### config.mk
export PLATFORM = sky130hd
export DESIGN_NAME = dummy_serializer
export DESIGN_NICKNAME = d
export VERILOG_FILES = /design/src/rtl/dummy_serializer.sv
export SDC_FILE = /design/constraint.sdc
export NUM_CORES = 1
export LEC_CHECK = 0
export CAP_MARGIN = 10
export CORE_AREA = 4 4 125 157
export CTS_CLUSTER_SIZE = 24
export DETAILED_ROUTE_END_ITERATION = 8
export DIE_AREA = 0 0 129 161
export DONT_BUFFER_PORTS = 1
export PLACE_DENSITY_LB_ADDON = 0.15
export SETUP_SLACK_MARGIN = 0.3
export SLEW_MARGIN = 25
export SYNTH_ARGS = -nofsm -noshare
export SYNTH_HDL_FRONTEND = slang
export SYNTH_SLANG_ARGS = --single-unit
### constraint.sdc
create_clock -name clk_i -period 2.6 [get_ports clk_i]
set_input_delay 0.78 -clock clk_i [delete_from_list [all_inputs] [get_ports clk_i]]
set_output_delay 0.78 -clock clk_i [all_outputs]
set_load 0.05 [all_outputs]
### src/rtl/dummy_serializer.sv
// Wide-to-narrow serializer: splits each DATA_W word into DATA_W/OUT_W beats, LSB slice first.
// Define DUMMY_SERIALIZER_PARITY_EN to add the registered even-parity output out_par_o.
module dummy_serializer #(
  parameter int DATA_W = 128,
  parameter int OUT_W  = 32,
  localparam int BEATS = DATA_W / OUT_W,
  localparam int CNT_W = $clog2(BEATS)
) (
  input  logic              clk_i,
  input  logic              reset_i,
  input  logic [DATA_W-1:0] in_data_i,
  input  logic              in_valid_i,
  output logic              in_ready_o,
  output logic [OUT_W-1:0]  out_data_o,
  output logic              out_valid_o,
  input  logic              out_ready_i,
  output logic              out_last_o,
  output logic [CNT_W-1:0]  out_idx_o
`ifdef DUMMY_SERIALIZER_PARITY_EN
  ,
  output logic              out_par_o
`endif
);

  typedef enum logic {
    IDLE,
    SHIFT
  } state_e;

  state_e            state_q, state_d;
  logic [DATA_W-1:0] shiftReg_q, shiftReg_d;
  logic [CNT_W-1:0]  outIdx_q, outIdx_d;
  logic              beatXfer;
  logic              wordAccept;

  // The current beat is always the low slice of the shift register, so data never depends on out_ready_i.
  assign out_valid_o = (state_q == SHIFT);
  assign out_data_o  = shiftReg_q[OUT_W-1:0];
  assign out_idx_o   = outIdx_q;
  assign out_last_o  = (outIdx_q == CNT_W'(BEATS - 1));
  assign in_ready_o  = !reset_i && ((state_q == IDLE) || (out_valid_o && out_ready_i && out_last_o));

  assign beatXfer   = out_valid_o && out_ready_i;
  assign wordAccept = in_valid_i && in_ready_o;

  always_ff @(posedge clk_i) begin
    if (reset_i) begin
      state_q    <= IDLE;
      shiftReg_q <= '0;
      outIdx_q   <= '0;
    end else begin
      state_q    <= state_d;
      shiftReg_q <= shiftReg_d;
      outIdx_q   <= outIdx_d;
    end
  end

  always_comb begin
    state_d    = state_q;
    shiftReg_d = shiftReg_q;
    outIdx_d   = outIdx_q;
    if (wordAccept) begin
      state_d    = SHIFT;
      shiftReg_d = in_data_i;
      outIdx_d   = '0;
    end else if (beatXfer) begin
      // The final beat is left in place so out_data_o keeps its last value while idle.
      if (out_last_o) begin
        state_d  = IDLE;
        outIdx_d = '0;
      end else begin
        shiftReg_d = shiftReg_q >> OUT_W;
        outIdx_d   = outIdx_q + CNT_W'(1);
      end
    end
  end

`ifdef DUMMY_SERIALIZER_PARITY_EN
  logic outPar_q;

  always_ff @(posedge clk_i) begin
    if (reset_i) begin
      outPar_q <= 1'b0;
    end else begin
      outPar_q <= ^shiftReg_d[OUT_W-1:0];
    end
  end

  assign out_par_o = outPar_q;
`endif

endmodule
==> reports/results.txt <==
fraction of the mapped netlist area in adder cells -> 0.00200
fin crit share -> 0.903
Clock Skew -> 0.00756 ns
share of cells above drive strength 1 -> 0.129
top_reg_cell synth -> dfxtp_1
# clock sinks -> 131
post-route cell area -> 6700 um^2
top cells by area, synth -> dfxtp_1 42%, nand2_1 12%, a311oi_2 8.7%, a311oi_1 8.4%, nor3_1 7.7%
critical path cell sequence -> ha_4 -> a21boi_4 -> nor2_4
Die X -> 129 um
largest net degree at the start of global routing -> 135
DRT antenna net count -> 0
final setup vio count -> 0
critical path class -> register to output port
Max Clock Freq -> 0.426 GHz
sequential area share after synthesis -> 0.420
area grow syn2layout -> 7.31%
Clk pwr share -> 0.476
worst-path fanout max -> 6
synth cell count leaders -> 194 x nand2_1, 131 x dfxtp_1, 96 x nor3_1
hold crit path type -> input port to register
Lkg Pwr -> 2.01 nW
Rel. slew slack -> 0.576
minimum clock period -> 2.35 ns
crit path DAT -> 1.57 ns
Fin Hold WS -> 0.428 ns
Warnings, synthesis -> 0
Via-to-Cell Ratio -> 5.76
met2 wire length -> 7780 um
most frequent cell after synthesis -> nand2_1
global-route wire length before repair -> 27900 um
Slowest-stage cell, CP -> dfxtp_4
Port Buf Inserts -> 0
Synth Cell Area -> 6250 um^2
top-area cell type share of the netlist area -> 0.420
Max Buffers Root-to-Sink -> 2
via count -> 5194
clock root cell -> clkbuf_16
Final Max Tran Viols -> 0
M1 WL -> 8390 um
CTS tree -> done
Worst Max-Slew Pin Slew -> 0.636 ns
final net count -> 794
clock slew at reported path FFs -> 0.06 ns
Fin Setup TNS -> 0 ns
post-synthesis cell type count -> 26
total CTS buffers -> 17
Synth Area in Compound Gates -> 0.241
RSZ-0062 raised after global routing -> yes
status -> completed
Rows -> 55
Syn Inst Count -> 749
post-synth net total -> 882
Net Sw Frac -> 0.258
GRT Util Overall -> 0.167
Hold Buf Count CTS -> 0
met3 routed WL -> 1170 um
Crit path required time -> 1.82 ns
largest family of logic cells by synthesized area -> compound AO/OA/AOI/OAI gates
GR Overflow Total -> 0
CP max stage delay -> 0.46 ns
area leader, netlist -> dfxtp_1
Highest Signal Layer -> met4
initial DRC count -> 484
CP endpoint kind -> output port
HPWL Detailed -> 11300 um
sequential share of power -> 0.441
vias in the first global route -> 5039
clk_lat worst skew -> 0.42 ns
chip height -> 161 um
starting density of the core -> 0.346
initial antenna violation count -> 1
syn_area_per_cell -> 8.34 um^2
total I/O pin count -> 169
GPL Wtd Cong -> 0.789
placed cell area -> 6080 um^2
PwrDens -> 787 nW/um^2
core region area -> 18000 um^2
mux contribution to synthesized area -> 0
H-tree depth -> 4
Synth async-reset ratio -> 0
routed len/inst -> 19.7 um
Pwr Total -> 5.28 mW
Setup crit start kind -> register
Initial DRT Pass Iterations -> 4
Post-synth EDFFs -> 0
MaxCap Viol Count -> 0
FF+latch count, synth -> 131
Cell Int Power -> 3.92 mW
Hold Violations, Final -> 0
Sw Pwr -> 1.36 mW
die area -> 20800 um^2
DR DRC count -> 0
drt total wl -> 17800 um
Post-Synth Simple-Gate Area -> 0.231
Synth Area in XOR/XNOR -> 0
Gate power share -> 0.083
maximum vdd drop -> 403 uV
## through the flow
stage               setup slack, ns  instances   util
floorplan                     0.315        749      -
global placement              0.637        870  0.337
detailed placement            0.574        870  0.337
CTS                           0.215        901  0.372
global route                  0.198        902  0.372
finish                        0.252        902  0.372
## layer usage
layer | vias up | global-route usage
met1 | 2480 | 0.240
met4 | 0 | 0.0645
met3 | 24 | 0.0476
met2 | 181 | 0.235
met5 | - | 0
li1 | 2509 | -
## flip-flops by register name (all words and copies together) (netlist names)
name,count
shiftReg_q,128
out_idx_o,2
out_valid_o,1
## layout by cell type (no fill, tap or decap)
master,Yosys,layout
o21ai_0,1,1
nand3_1,33,33
nor2b_1,2,1
clkbuf_1,38,1
a311oi_1,60,60
dfxtp_1,131,129
nor3b_1,1,1
a21boi_4,0,1
diode_2,0,1
a311oi_2,36,36
a21oi_1,33,33
a21bo_1,1,1
and3b_4,0,1
nand2_4,0,1
nor2_1,3,2
o211ai_1,32,32
nand2b_4,0,1
dfxtp_4,0,2
buf_12,0,6
nor2b_2,0,1
ha_4,0,1
clkinv_2,0,4
clkinvlp_4,0,2
nor2_4,0,1
nor3_1,96,96
clkbuf_8,0,3
nand2_1,194,194
or3b_2,1,1
buf_4,41,5
a221oi_1,1,1
clkbuf_16,0,18
nand3b_1,1,1
bufinv_16,0,3
## critical path: cells and delay by family (launching register included)
kind | cells | cell delay [ns]
AO/OA/AOI/OAI | 1 | 0.11
adder cells (fa/ha/maj) | 1 | 0.30
flip-flops | 1 | 0.46
AND/OR/NAND/NOR | 1 | 0.28
## final timing paths
| check | startpoint | endpoint | slack [ns] | cells after the start |
|---|---|---|---|---|
| max reg2reg | out_idx_o[0] | shiftReg_q[46] | 0.59 | 5 |
| min reg2reg | shiftReg_q[44] | shiftReg_q[12] | 0.47 | 2 |
| min | reset_i | shiftReg_q[41] | 0.43 | 1 |
| max | out_idx_o[0] | in_ready_o | 0.25 | 3 |
## power by group through the flow
stage                     Clock (mW)  Combinational [mW]  Sequential, mW
after floorplan                    0               0.568            2.23
after global placement             0               0.428            2.37
after detailed placement           0               0.443            2.37
after CTS                       2.57               0.444            2.33
after global routing            2.64               0.488            2.34
final                           2.51               0.438            2.33
## repair_timing
action / 4_1_cts / 5_1_grt
resized for setup: 0 / 0
pin swaps: 2 / 0
setup buffers: 0 / 0
endpoints found under the setup margin: 1 / 1
## layout make-up
type	instances	area, um^2
Tap cell	228	285
Timing Repair Buffer	11	158
Clock buffer	22	495
Antenna cell	1	2.50
Clock inverter	9	125
Sequential cell	131	2630
Fill cell	1885	11300
Multi-Input combinational cell	500	3010
## cells by family (layout without fill, tap and decap cells)
group / after synthesis / after routing
adders and majority gates: 1 / 1
other: 0 / 1
DFF: 131 / 131
and+or+nand+nor: 334 / 334
buffers and inverters: 118 / 42
AOI/OAI and AO/OA: 165 / 165
Power figures use the tool's default switching activity.
